==> src/rtl/pcpu_fetch_unit.sv <==
// Instruction-fetch front end: credit-limited requests to a variable-latency memory,
// an in-order instruction queue toward ID, and redirect flush with stale-response dropping.
module pcpu_fetch_unit #(
   parameter int                ADDR_W   = 32,
   parameter int                INST_W   = 32,
   parameter int                QDEPTH   = 4,
   parameter logic [ADDR_W-1:0] RESET_PC = '0
) (
   input  logic              clk,
   input  logic              rst,
   output logic              imem_req,
   output logic [ADDR_W-1:0] imem_addr,
   input  logic              imem_gnt,
   input  logic              imem_rvalid,
   input  logic [INST_W-1:0] imem_rdata,
   input  logic              redirect,
   input  logic [ADDR_W-1:0] redirect_pc,
   output logic              id_valid,
   output logic [INST_W-1:0] id_inst,
   output logic [ADDR_W-1:0] id_pc,
   output logic [ADDR_W-1:0] id_pc4,
   input  logic              id_ready
);

   localparam int PW  = $clog2(QDEPTH);
   localparam int CW  = PW + 1;
   localparam int CW1 = CW + 1;

   logic [ADDR_W-1:0] fetch_pc_q, fetch_pc_d;
   logic [ADDR_W-1:0] resp_pc_q, resp_pc_d;
   logic [CW-1:0]     count_q, count_d;
   logic [CW-1:0]     outstanding_q, outstanding_d;
   logic [CW-1:0]     drop_cnt_q, drop_cnt_d;
   logic [PW-1:0]     wr_ptr_q, wr_ptr_d;
   logic [PW-1:0]     rd_ptr_q, rd_ptr_d;
   logic [INST_W-1:0] inst_q [QDEPTH];
   logic [INST_W-1:0] inst_d [QDEPTH];
   logic [ADDR_W-1:0] pc_q [QDEPTH];
   logic [ADDR_W-1:0] pc_d [QDEPTH];

   logic [CW:0]       in_flight;
   logic              grant;
   logic              rsp;
   logic              pop;
   logic              push;
   logic [ADDR_W-1:0] target_pc;

   // Queue slots are reserved at request time, so an accepted response never overflows.
   always_comb begin
      in_flight = {1'b0, count_q} + {1'b0, outstanding_q};
      imem_req  = !rst && !redirect && (in_flight < CW1'(QDEPTH));
      imem_addr = fetch_pc_q;
      grant     = imem_req && imem_gnt;
      rsp       = imem_rvalid && (outstanding_q != '0);
      pop       = (count_q != '0) && id_ready;
      push      = rsp && !redirect && (drop_cnt_q == '0);
      target_pc = redirect_pc & ~ADDR_W'(3);

      fetch_pc_d    = grant ? fetch_pc_q + ADDR_W'(4) : fetch_pc_q;
      resp_pc_d     = resp_pc_q;
      count_d       = count_q;
      outstanding_d = outstanding_q + CW'(grant) - CW'(rsp);
      drop_cnt_d    = drop_cnt_q;
      wr_ptr_d      = wr_ptr_q;
      rd_ptr_d      = rd_ptr_q;
      inst_d        = inst_q;
      pc_d          = pc_q;

      if (redirect) begin
         fetch_pc_d = target_pc;
         resp_pc_d  = target_pc;
         count_d    = '0;
         rd_ptr_d   = wr_ptr_q;
         drop_cnt_d = outstanding_q - CW'(rsp);
      end else begin
         if (rsp && (drop_cnt_q != '0)) begin
            drop_cnt_d = drop_cnt_q - CW'(1);
         end
         if (push) begin
            inst_d[wr_ptr_q] = imem_rdata;
            pc_d[wr_ptr_q]   = resp_pc_q;
            resp_pc_d        = resp_pc_q + ADDR_W'(4);
            wr_ptr_d         = wr_ptr_q + PW'(1);
         end
         if (pop) begin
            rd_ptr_d = rd_ptr_q + PW'(1);
         end
         count_d = count_q + CW'(push) - CW'(pop);
      end
   end

   always_ff @(posedge clk or posedge rst) begin
      if (rst) begin
         fetch_pc_q    <= RESET_PC;
         resp_pc_q     <= RESET_PC;
         count_q       <= '0;
         outstanding_q <= '0;
         drop_cnt_q    <= '0;
         wr_ptr_q      <= '0;
         rd_ptr_q      <= '0;
         for (int i = 0; i < QDEPTH; i++) begin
            inst_q[i] <= '0;
            pc_q[i]   <= RESET_PC;
         end
      end else begin
         fetch_pc_q    <= fetch_pc_d;
         resp_pc_q     <= resp_pc_d;
         count_q       <= count_d;
         outstanding_q <= outstanding_d;
         drop_cnt_q    <= drop_cnt_d;
         wr_ptr_q      <= wr_ptr_d;
         rd_ptr_q      <= rd_ptr_d;
         inst_q        <= inst_d;
         pc_q          <= pc_d;
      end
   end

   assign id_valid = (count_q != '0);
   assign id_inst  = inst_q[rd_ptr_q];
   assign id_pc    = pc_q[rd_ptr_q];
   assign id_pc4   = pc_q[rd_ptr_q] + ADDR_W'(4);

endmodule

==> config.mk <==
export PLATFORM = sky130hd
export DESIGN_NAME = pcpu_fetch_unit
export DESIGN_NICKNAME = d
export VERILOG_FILES = /design/src/rtl/pcpu_fetch_unit.sv
export SDC_FILE = /design/constraint.sdc
export NUM_CORES = 1
export LEC_CHECK = 0
export ABC_CLOCK_PERIOD_IN_PS = 13500
export CORE_MARGIN = 5
export CORE_UTILIZATION = 40
export CTS_CLUSTER_DIAMETER = 50
export DETAILED_ROUTE_END_ITERATION = 16
export PLACE_DENSITY = 0.64
export SLEW_MARGIN = 20
export SYNTH_ARGS = -nofsm -noshare
export SYNTH_HDL_FRONTEND = slang
export SYNTH_SLANG_ARGS = --single-unit
==> constraint.sdc <==
create_clock -name clk -period 13.5 [get_ports clk]
set_input_delay 1.35 -clock clk [delete_from_list [all_inputs] [get_ports clk]]
set_output_delay 1.35 -clock clk [all_outputs]
set_load 0.02 [all_outputs]
==> run summary, run 1 <==
Status - finished clean
Number of fill cells in the layout - 3,276
Layout Utilization - 50.5%
Clk sinks - 321
Dpl ws - 7.79 ns
Tightest hold margin - 0.499 ns
Max-Cap Viols - 0
Nets - 1,404
Area contributors post-synth - dfrtp_1, mux2_2, mux4_2
Crit path max-delay family - simple AND/OR/NAND/NOR gates
Core Rows - 71
All-Layer GR Usage - 17.9%
R2R setup slack - 9.86 ns
Hold Buf Count CTS - 0
WP buf/inv - 2
Max stage delay cell, worst path - nor4_1
# H-tree levels - 2
Ys flop type - dfrtp_1
Layout cells sized above 1 - 30.8%
Vias per inst - 5.34
Setup slack after layout - 7.37 ns
CP Max Fanout - 39
Mapped cell area - 0.0153 mm^2
Setup TNS - 0 ns
Max Slew Vio Count - 0
Core Footprint - 0.0378 mm^2
DPL Wire Length - 24,200 um
Total gr overflow - 0
Worst r2r src - outstanding_q[2]$_DFF_PP0_
Hold path startpoint - inst_q[47]$_DFFE_PP0P_
Vias in the first global route - 10,500
DR top layer - met4
DR iter-0 viols - 706
CTS tree - done
DR DRC count - 0
Tmin final - 6.13 ns
Post-DRT Antenna Nets - 0
Total Wirelength - 37,100 um
Root buf cell - clkbuf_16
Max clock buf depth - 3
Placed cells - 1,783
Clock skew - 0.0113 ns
Met1 WL - 17,200 um
Final period util - 45.4%
Max Clk Rate - 163 MHz
P&R area growth vs syn - 24.6%
Share of async-settable or async-resettable flops after synthesis - 100%
Critical path cell sequence - buf_4 > mux4_2 > and4_4 > nand3_4 > nor4_1 > nand4_1 > xnor2_1 > clkdlybuf4s50_1
Crit-path max cell delay - 0.88 ns
Die Y - 206 um
Post-synth top cells - dfrtp_1, mux2_2, nand2_1, mux4_2, nand3_1
Adder-Cell Fraction of Synth Area - 1.65%
Fin. Hold Viols - 0
Synth Area in Simple Gates - 7.46%
# resized after CTS - 0
Crit path depth - 8
Initial antenna violation count - 1
Reg-to-Reg End - outstanding_q[2]$_DFF_PP0_
Worst slew pin tran - 0.999 ns
Worst hold path cell count - 1
Yosys warns - 0
Max VDD drop - 0.124 mV
CP Launch Type - register
Final setup violation count - 0
Avg Cell Area, Syn - 13.5 um^2
Reg2reg path depth - 10
Hold Path Class - register to register
Sequential share of the synthesized area - 52.4%
Rel. slew slack - 32.8%
Drt first pass iters - 5
Pwr per Cell Area - 227 mW/mm^2
Die Wd - 206 um
WL met3 - 1820 um
Finished Layout Cells - 1,857
Global-route wire length before repair - 59,600 um
RD Place Congestion - 0.829
IO buf count - 191
N_diodes - 0
CTS buffer count - 41
Reg clk slew, reported paths - 0.06 ns
Routed met2 length - 17,300 um
Post-synth EDFFs - 0
Synth Area in XOR/XNOR - 4.06%
Post-synthesis mux area share - 28.3%
I/O Pins - 200
Main combinational cell family by area after synthesis - multiplexers
Static leakage - 8.19 nW
RSZ-0062 raised after global routing - no
Synth area leader - dfrtp_1
Synthesized flop and latch total - 321
Setup CP Type - register to output port
Arr. time, crit path - 4.78 ns
Post-CTS setup buffer count - 0
Post-DR wirelength/cell - 20.0 um
Yosys cell types - 45
Initial Util - 40.6%
Die area - 0.0423 mm^2
Cells after Synth - 1,136
Post-synthesis compound-gate area fraction - 3.26%
Worst Path Required - 12.15 ns
WHS Endpoint - inst_q[47]$_DFFE_PP0P_
Insertion delay to the later sink of the worst-skew pair - 0.54 ns
Via count - 9,923
Synth top area share - 52.4%
Crit end category - output port
Pin count of the biggest net entering global routing - 116
Top-count cell post-synth - dfrtp_1
[cell usage in the layout (no fill, tap or decap), types with 5 or more instances in the layout]
cell	count
and4_1	9
o211ai_1	12
a31oi_1	9
nor4_1	6
dfrtp_1	319
ha_1	17
and3_1	10
clkbuf_1	7
clkdlybuf4s50_1	190
clkbuf_8	7
nand4_1	14
conb_1	6
o21ai_0	43
a21oi_1	7
nand2_1	70
buf_4	11
xnor2_1	36
clkbuf_16	43
xor2_1	35
nand3_1	47
nor2_1	29
clkinvlp_4	5
mux4_2	59
nor3_1	11
inv_1	23
bufinv_16	5
o311ai_0	10
mux2_2	259
[sequential cells by signal, summed over array words and instances (netlist names)]
register / cells
resp_pc_q: 30
wr_ptr_q: 2
rd_ptr_q: 2
count_q: 3
pc_q: 120
drop_cnt_q: 3
inst_q: 128
outstanding_q: 3
imem_addr: 30
[final cells by class]
| class | count | area [um^2] | share of cell area (%) |
|---|---|---|---|
| multi-input cells | 724 | 6880 | 36.1 |
| clock inverters | 17 | 234 | 1.23 |
| repair buffers | 202 | 1990 | 10.4 |
| flip-flops and latches | 321 | 8040 | 42.1 |
| clock buffers | 57 | 1200 | 6.28 |
| well taps | 511 | 639 | 3.35 |
| inverters | 25 | 101 | 0.531 |
[worst register-to-register path, delay by kind of cell (launching register included)]
kind / cells / cell delay [ns]
flip-flops: 1 / 0.43
XOR/XNOR: 2 / 0.27
AND/OR/NAND/NOR: 2 / 0.90
buffers and inverters: 2 / 0.61
adder cells (fa/ha/maj): 4 / 1.31
[metal layers]
metal	vias to the layer above	GRT usage, %
met5	-	0
met4	0	5.36
met3	50	3.34
met2	228	27.7
met1	5153	25.8
li1	4492	-
[through the flow]
stage               instance area, um^2  power (W)
finish                            19100    0.00434
global route                      19100    0.00459
CTS                               19100    0.00441
detailed placement                17600    0.00325
global placement                  17600    0.00321
floorplan                         15300    0.00258
[worst max path at each step]
| stage | start | endpoint | slack, ns |
|---|---|---|---|
| after floorplan | rst | count_q[0]$_DFF_PP0_ | 3.27 |
| after global placement | rd_ptr_q[1]$_DFFE_PP0P_ | id_pc4[24] | 7.83 |
| after detailed placement | rd_ptr_q[1]$_DFFE_PP0P_ | id_pc4[24] | 7.79 |
| after CTS | rd_ptr_q[1]$_DFFE_PP0P_ | id_pc4[24] | 7.21 |
| after global routing | rd_ptr_q[1]$_DFFE_PP0P_ | id_pc4[24] | 7.05 |
| final | rd_ptr_q[1]$_DFFE_PP0P_ | id_pc4[24] | 7.37 |
[cell families after synthesis]
group	after synthesis
AO/OA/AOI/OAI	83
XOR/XNOR	71
adder cells (fa/ha/maj)	19
buffers and inverters	96
flip-flops	321
multiplexers	322
other	1
AND/OR/NAND/NOR	223
[report_power, final]
group          switching [W]  leakage [nW]  total, W  internal (W)
logic               0.000762          3.35   0.00167      0.000911
registers           0.000236          4.15   0.00153       0.00129
clock network       0.000418         0.689   0.00114      0.000717
total                0.00142          8.19   0.00434       0.00292
Note: power is estimated with default switching activity, not from simulation.
==> run 2, diff against run 1 <==
--- a/config.mk
+++ b/config.mk
@@ -5,12 +5,12 @@
 export SDC_FILE = /design/constraint.sdc
 export NUM_CORES = 1
 export LEC_CHECK = 0
-export ABC_CLOCK_PERIOD_IN_PS = 13500
+export ABC_CLOCK_PERIOD_IN_PS = 5300
 export CORE_MARGIN = 5
 export CORE_UTILIZATION = 40
 export CTS_CLUSTER_DIAMETER = 50
 export DETAILED_ROUTE_END_ITERATION = 16
-export PLACE_DENSITY = 0.64
+export PLACE_DENSITY = 0.66
 export SLEW_MARGIN = 20
 export SYNTH_ARGS = -nofsm -noshare
 export SYNTH_HDL_FRONTEND = slang
==> constraint.sdc (replaced) <==
create_clock -name clk -period 5.3 [get_ports clk]
set_input_delay 0.53 -clock clk [delete_from_list [all_inputs] [get_ports clk]]
set_output_delay 0.53 -clock clk [all_outputs]
set_load 0.02 [all_outputs]
==> run summary, run 2 (synthesized netlist as in run 1, its figures left out) <==
DR DRC count - 0 (unchanged)
Max Slew Vio Count - 0 (unchanged)
Post-CTS setup buffer count - 0 (unchanged)
Rel. slew slack - 33.3% (+0.49 points)
Fin. Hold Viols - 0 (unchanged)
Max VDD drop - 0.229 mV (+85%)
Total gr overflow - 0 (unchanged)
Reg clk slew, reported paths - 0.06 ns (about the same)
Clock skew - 0.0229 ns (+0.0116 ns)
Vias per inst - 5.28 (-1.2%)
Die Wd - 206 um (unchanged)
Hold Path Class - input port to async pin
Pin count of the biggest net entering global routing - 130 (+12%)
Final setup violation count - 0 (unchanged)
Worst r2r src - outstanding_q[2]$_DFF_PP0_
Most common cell after layout, fill and taps aside - dfrtp_1
Dpl ws - 1.16 ns (-6.63 ns)
Initial Util - 40.6% (unchanged)
Worst setup path start - rd_ptr_q[0]$_DFFE_PP0P_
# resized after CTS - 0 (unchanged)
Max Clk Rate - 219 MHz
IO buf count - 191 (unchanged)
Multi-input gate area - 0.00688 mm^2 (about the same)
Critical Path Sink - id_pc4[24]
Static leakage - 8.20 nW (about the same)
Core Rows - 71 (unchanged)
Die area - 0.0423 mm^2 (unchanged)
P&R area growth vs syn - 24.6% (about the same)
Pwr per Cell Area - 577 mW/mm^2 (+150%)
Reg-to-Reg End - outstanding_q[2]$_DFF_PP0_
Worst Path Required - 4.77 ns (-7.38 ns)
Tmin final - 4.57 ns
Register Area - 0.00804 mm^2 (unchanged)
Layout cells sized above 1 - 30.6% (-0.17 points)
CP Launch Type - register
Clk sinks - 321 (unchanged)
Arr. time, crit path - 4.04 ns (-0.74 ns)
Initial antenna violation count - 0 (-1)
DPL Wire Length - 24,700 um (+2.1%)
Insertion delay to the later sink of the worst-skew pair - 0.53 ns (about the same)
Root buf cell - clkbuf_16
Number of fill cells in the layout - 3,263 (-0.40%)
# H-tree levels - 2 (unchanged)
Vias in the first global route - 10,500 (-0.086%)
Max FFs per register - 128 (unchanged)
Crit end category - output port
Setup CP Type - register to output port
Post-DRT Antenna Nets - 0 (unchanged)
RSZ-0062 raised after global routing - no
Setup TNS - 0 ns (unchanged)
CTS buffer count - 39 (-4.9%)
Setup slack after layout - 0.726 ns (-6.65 ns)
RD Place Congestion - 0.847 (+2.2%)
All-Layer GR Usage - 17.6% (-0.33 points)
Drt first pass iters - 5 (unchanged)
Status - finished clean
Worst slew pin tran - 0.992 ns (-0.00726 ns)
Hold Buf Count CTS - 0 (unchanged)
R2R setup slack - 2.09 ns (-7.77 ns)
Max-Cap Viols - 0 (unchanged)
Most frequent cells in the layout - dfrtp_1, mux2_2, clkdlybuf4s50_1
Core Footprint - 0.0378 mm^2 (unchanged)
Die Y - 206 um (unchanged)
Max clock buf depth - 3 (unchanged)
Top Registers - inst_q: 128 flops, pc_q: 120 flops
Global-route wire length before repair - 59,200 um (-0.66%)
Final period util - 86.3%
Total Wirelength - 36,800 um (-0.78%)
I/O Pins - 200 (unchanged)
DR iter-0 viols - 378 (-46%)
Post-DR wirelength/cell - 19.8 um (-0.83%)
N_diodes - 0 (unchanged)
CP Max Fanout - 21 (-46%)
Nets - 1,408 (+0.28%)
Via count - 9,808 (-1.2%)
Reg2reg path depth - 11 (+1)
CTS tree - done
Biggest register - inst_q
==> run 2: metal layers <==
metal	routed length [um]	share of wire, %	track usage [%]
met5	0	0	0
met4	716	1.9	4.55
met3	1600	4.3	2.88
met2	17300	47	27.6
met1	17300	47	25.5
==> run 2: worst min path at each step <==
stage / startpoint / slack (ns) / cells after the start / endpoint
after floorplan: pc_q[72]$_DFFE_PP0P_ / 0.47 / 1 / pc_q[72]$_DFFE_PP0P_
after global placement: pc_q[45]$_DFFE_PP0P_ / 0.48 / 1 / pc_q[45]$_DFFE_PP0P_
after detailed placement: pc_q[108]$_DFFE_PP0P_ / 0.49 / 1 / pc_q[108]$_DFFE_PP0P_
after CTS: rst / 0.31 / 2 / wr_ptr_q[1]$_DFFE_PP0P_
after global routing: rst / 0.33 / 2 / wr_ptr_q[1]$_DFFE_PP0P_
final: rst / 0.32 / 2 / wr_ptr_q[1]$_DFFE_PP0P_
==> run 2: power breakdown <==
| group | leakage [nW] | switching, W | internal (W) |
|---|---|---|---|
| clock network | 0.665 | 0.00103 | 0.00182 |
| logic | 3.38 | 0.00197 | 0.00233 |
| registers | 4.15 | 0.000577 | 0.00330 |
| total | 8.20 | 0.00358 | 0.00744 |
==> run 2: stage by stage <==
stage / hold slack [ns] / total power (W) / cell area, um^2 / util, % / cells
after detailed placement: 0.489 / 0.00830 / 17700 / 46.9 / 1789
after CTS: 0.314 / 0.0112 / 19100 / 50.5 / 1858
after floorplan: 0.472 / 0.00656 / 15300 / - / 1141
after global placement: 0.481 / 0.00818 / 17700 / 46.9 / 1789
after global routing: 0.333 / 0.0116 / 19100 / 50.5 / 1858
final: 0.322 / 0.0110 / 19100 / 50.5 / 1858
==> run 2: area by class of cell <==
| class | instances | area share, % |
|---|---|---|
| inverters | 25 | 0.511 |
| repair buffers | 208 | 10.7 |
| clock buffers | 54 | 5.84 |
| multi-input cells | 724 | 36.0 |
| clock inverters | 15 | 1.41 |
| flip-flops and latches | 321 | 42.1 |
| well taps | 511 | 3.35 |
==> run 2: critical path, stage by stage (launching register included) <==
cell,delay [ns]
dfrtp_4,0.70
buf_4,0.38
mux4_2,0.32
and4_1,0.22
nand2_1,0.07
nor4_1,0.81
nand4_1,0.20
xnor2_1,0.17
clkdlybuf4s50_1,0.62
==> run 3, diff against run 2 <==
--- a/config.mk
+++ b/config.mk
@@ -10,6 +10,7 @@
 export CORE_UTILIZATION = 40
 export CTS_CLUSTER_DIAMETER = 50
 export DETAILED_ROUTE_END_ITERATION = 16
+export GPL_TIMING_DRIVEN = 0
 export PLACE_DENSITY = 0.66
 export SLEW_MARGIN = 20
 export SYNTH_ARGS = -nofsm -noshare
==> run summary, run 3 (synthesized netlist as in run 1, its figures left out) <==
Status - finished clean
N_diodes - 0 (unchanged)
Static leakage - 8.35 nW (+1.9%)
Clock skew - 0.0236 ns (+0.000632 ns)
CP Max Fanout - 10 (-52%)
Insertion delay to the later sink of the worst-skew pair - 0.53 ns (about the same)
Via count - 10,200 (+3.6%)
Die Wd - 206 um (unchanged)
Layout Utilization - 51.4% (+0.87 points)
Max Slew Vio Count - 0 (unchanged)
Max stage delay cell, worst path - nor4_1
Biggest register - inst_q
Max FFs per register - 128 (unchanged)
Tightest hold margin - 0.363 ns (+0.0416 ns)
Tmin final - 4.53 ns (-0.0429 ns)
Die Y - 206 um (unchanged)
Rel. slew slack - 37.0% (+3.7 points)
Worst Path Required - 4.77 ns (about the same)
Hold Path Class - input port to async pin
CTS tree - done
Number of fill cells in the layout - 3,240 (-0.70%)
Top Registers - inst_q: 128 flops, pc_q: 120 flops
Max clock buf depth - 3 (unchanged)
All-Layer GR Usage - 18.2% (+0.67 points)
Clk sinks - 321 (unchanged)
Post-DR wirelength/cell - 19.7 um (-0.73%)
Fin. Hold Viols - 0 (unchanged)
Total gr overflow - 0 (unchanged)
Pwr per Cell Area - 562 mW/mm^2 (-2.6%)
Final period util - 85.5% (-0.81 points)
Max VDD drop - 0.233 mV (+2.0%)
Crit-path max cell delay - 0.76 ns (-0.05 ns)
Initial antenna violation count - 0 (unchanged)
Core Rows - 71 (unchanged)
P&R area growth vs syn - 26.7%
Initial Util - 40.6% (unchanged)
IO buf count - 191 (unchanged)
DR DRC count - 0 (unchanged)
Pin count of the biggest net entering global routing - 35 (-73%)
Worst slew pin tran - 0.937 ns (-0.0550 ns)
Max-Cap Viols - 0 (unchanged)
Crit path max-delay family - buffers and inverters
Hold Buf Count CTS - 0 (unchanged)
Post-CTS setup buffer count - 0 (unchanged)
DR iter-0 viols - 468 (+24%)
CP Launch Type - register
Vias per inst - 5.28 (about the same)
RSZ-0062 raised after global routing - no
DPL Wire Length - 28,000 um (+13%)
Vias in the first global route - 10,600 (+1.2%)
Max Clk Rate - 221 MHz (+0.95%)
Core Footprint - 0.0378 mm^2 (unchanged)
Root buf cell - clkbuf_16
RD Place Congestion - 0.834 (-1.6%)
Global-route wire length before repair - 61,200 um (+3.4%)
Nets - 1,473 (+4.6%)
Reg clk slew, reported paths - 0.06 ns (about the same)
CTS buffer count - 39 (unchanged)
Drt first pass iters - 5 (unchanged)
Crit end category - output port
Final setup violation count - 0 (unchanged)
I/O Pins - 200 (unchanged)
# H-tree levels - 2 (unchanged)
Layout cells sized above 1 - 30.2% (-0.39 points)
# resized after CTS - 0 (unchanged)
Critical path cell sequence - buf_2 > buf_2 > mux4_2 > ha_1 > nand2_1 > nor4_1 > nand4_1 > xnor2_1 > clkdlybuf4s50_1
Most frequent cells in the layout - dfrtp_1, mux2_2, clkdlybuf4s50_1
Total Wirelength - 37,900 um (+2.8%)
Die area - 0.0423 mm^2 (unchanged)
WP buf/inv - 3 (+1)
Most common cell after layout, fill and taps aside - dfrtp_1
Cell mode on critical path - buf_2
Setup CP Type - register to output port
Arr. time, crit path - 4.00 ns (-0.04 ns)
Post-DRT Antenna Nets - 0 (unchanged)
run 3: cell count changes in the layout (fill, tap and decap cells not counted), sizes merged:
cell | before | now
buf | 18 | 44
bufinv | 7 | 3
inv | 27 | 28
clkinvlp | 4 | 5
clkdlybuf4s50 | 190 | 191
clkinv | 2 | 9
clkbuf | 54 | 89
run 3: worst reg2reg max path, cell delays in order, from the launching register on:
cell      delay, ns
dfrtp_1        0.43
ha_1           0.30
nor4_1         0.21
and4_1         0.23
clkbuf_1       0.32
inv_1          0.23
clkbuf_1       0.32
ha_1           0.37
inv_1          0.04
ha_1           0.18
fa_1           0.38
xnor2_1        0.18
xnor2_1        0.13
run 3: path summary, 6_finish.rpt:
path | start | slack [ns] | endpoint | cells after the start
max in group asynchronous | rst | 3.87 | pc_q[114]$_DFFE_PP0P_ | 6
hold reg to reg | inst_q[32]$_DFFE_PP0P_ | 0.50 | inst_q[32]$_DFFE_PP0P_ | 1
setup / recovery | rd_ptr_q[1]$_DFFE_PP0P_ | 0.77 | id_pc4[24] | 9
setup reg to reg | outstanding_q[2]$_DFF_PP0_ | 1.89 | outstanding_q[2]$_DFF_PP0_ | 12
hold / removal | rst | 0.36 | inst_q[121]$_DFFE_PP0P_ | 2
min in group clk | inst_q[32]$_DFFE_PP0P_ | 0.50 | inst_q[32]$_DFFE_PP0P_ | 1
run 3: power breakdown:
| part | internal [W] | switching, W |
|---|---|---|
| clock network | 0.00159 | 0.00105 |
| logic | 0.00238 | 0.00212 |
| registers | 0.00329 | 0.000478 |
run 3: layer usage:
layer | up-vias | track usage [%] | share of wire (%)
li1 | 4640 | - | -
met1 | 5242 | 26.9 | 46
met2 | 250 | 28.9 | 48
met3 | 33 | 2.73 | 4.8
met4 | 0 | 3.76 | 1.3
met5 | - | 0 | 0
run 3: stage by stage:
| step | setup TNS, ns | total power [W] | setup WS [ns] | instance area [um^2] | instances |
|---|---|---|---|---|---|
| after CTS | 0 | 0.0111 | 0.591 | 19400 | 1925 |
| after global placement | -535.46 | 0.00826 | -1.70 | 17900 | 1843 |
| after detailed placement | 0 | 0.00840 | 1.17 | 18100 | 1854 |
| final | 0 | 0.0109 | 0.769 | 19400 | 1925 |
| after floorplan | 0 | 0.00656 | 0.489 | 15300 | 1141 |
| after global routing | 0 | 0.0116 | 0.416 | 19400 | 1925 |
run 3: final cells by class:
type | instances | area (um^2) | area share [%]
multi-input combinational | 724 | 6870 | 35.4
inverter | 25 | 97.6 | 0.503
clock inverter | 20 | 226 | 1.17
clock buffer | 51 | 1070 | 5.52
timing repair buffer | 202 | 2130 | 11.0
buffer | 71 | 338 | 1.74
tap | 511 | 639 | 3.29
sequential | 321 | 8030 | 41.4
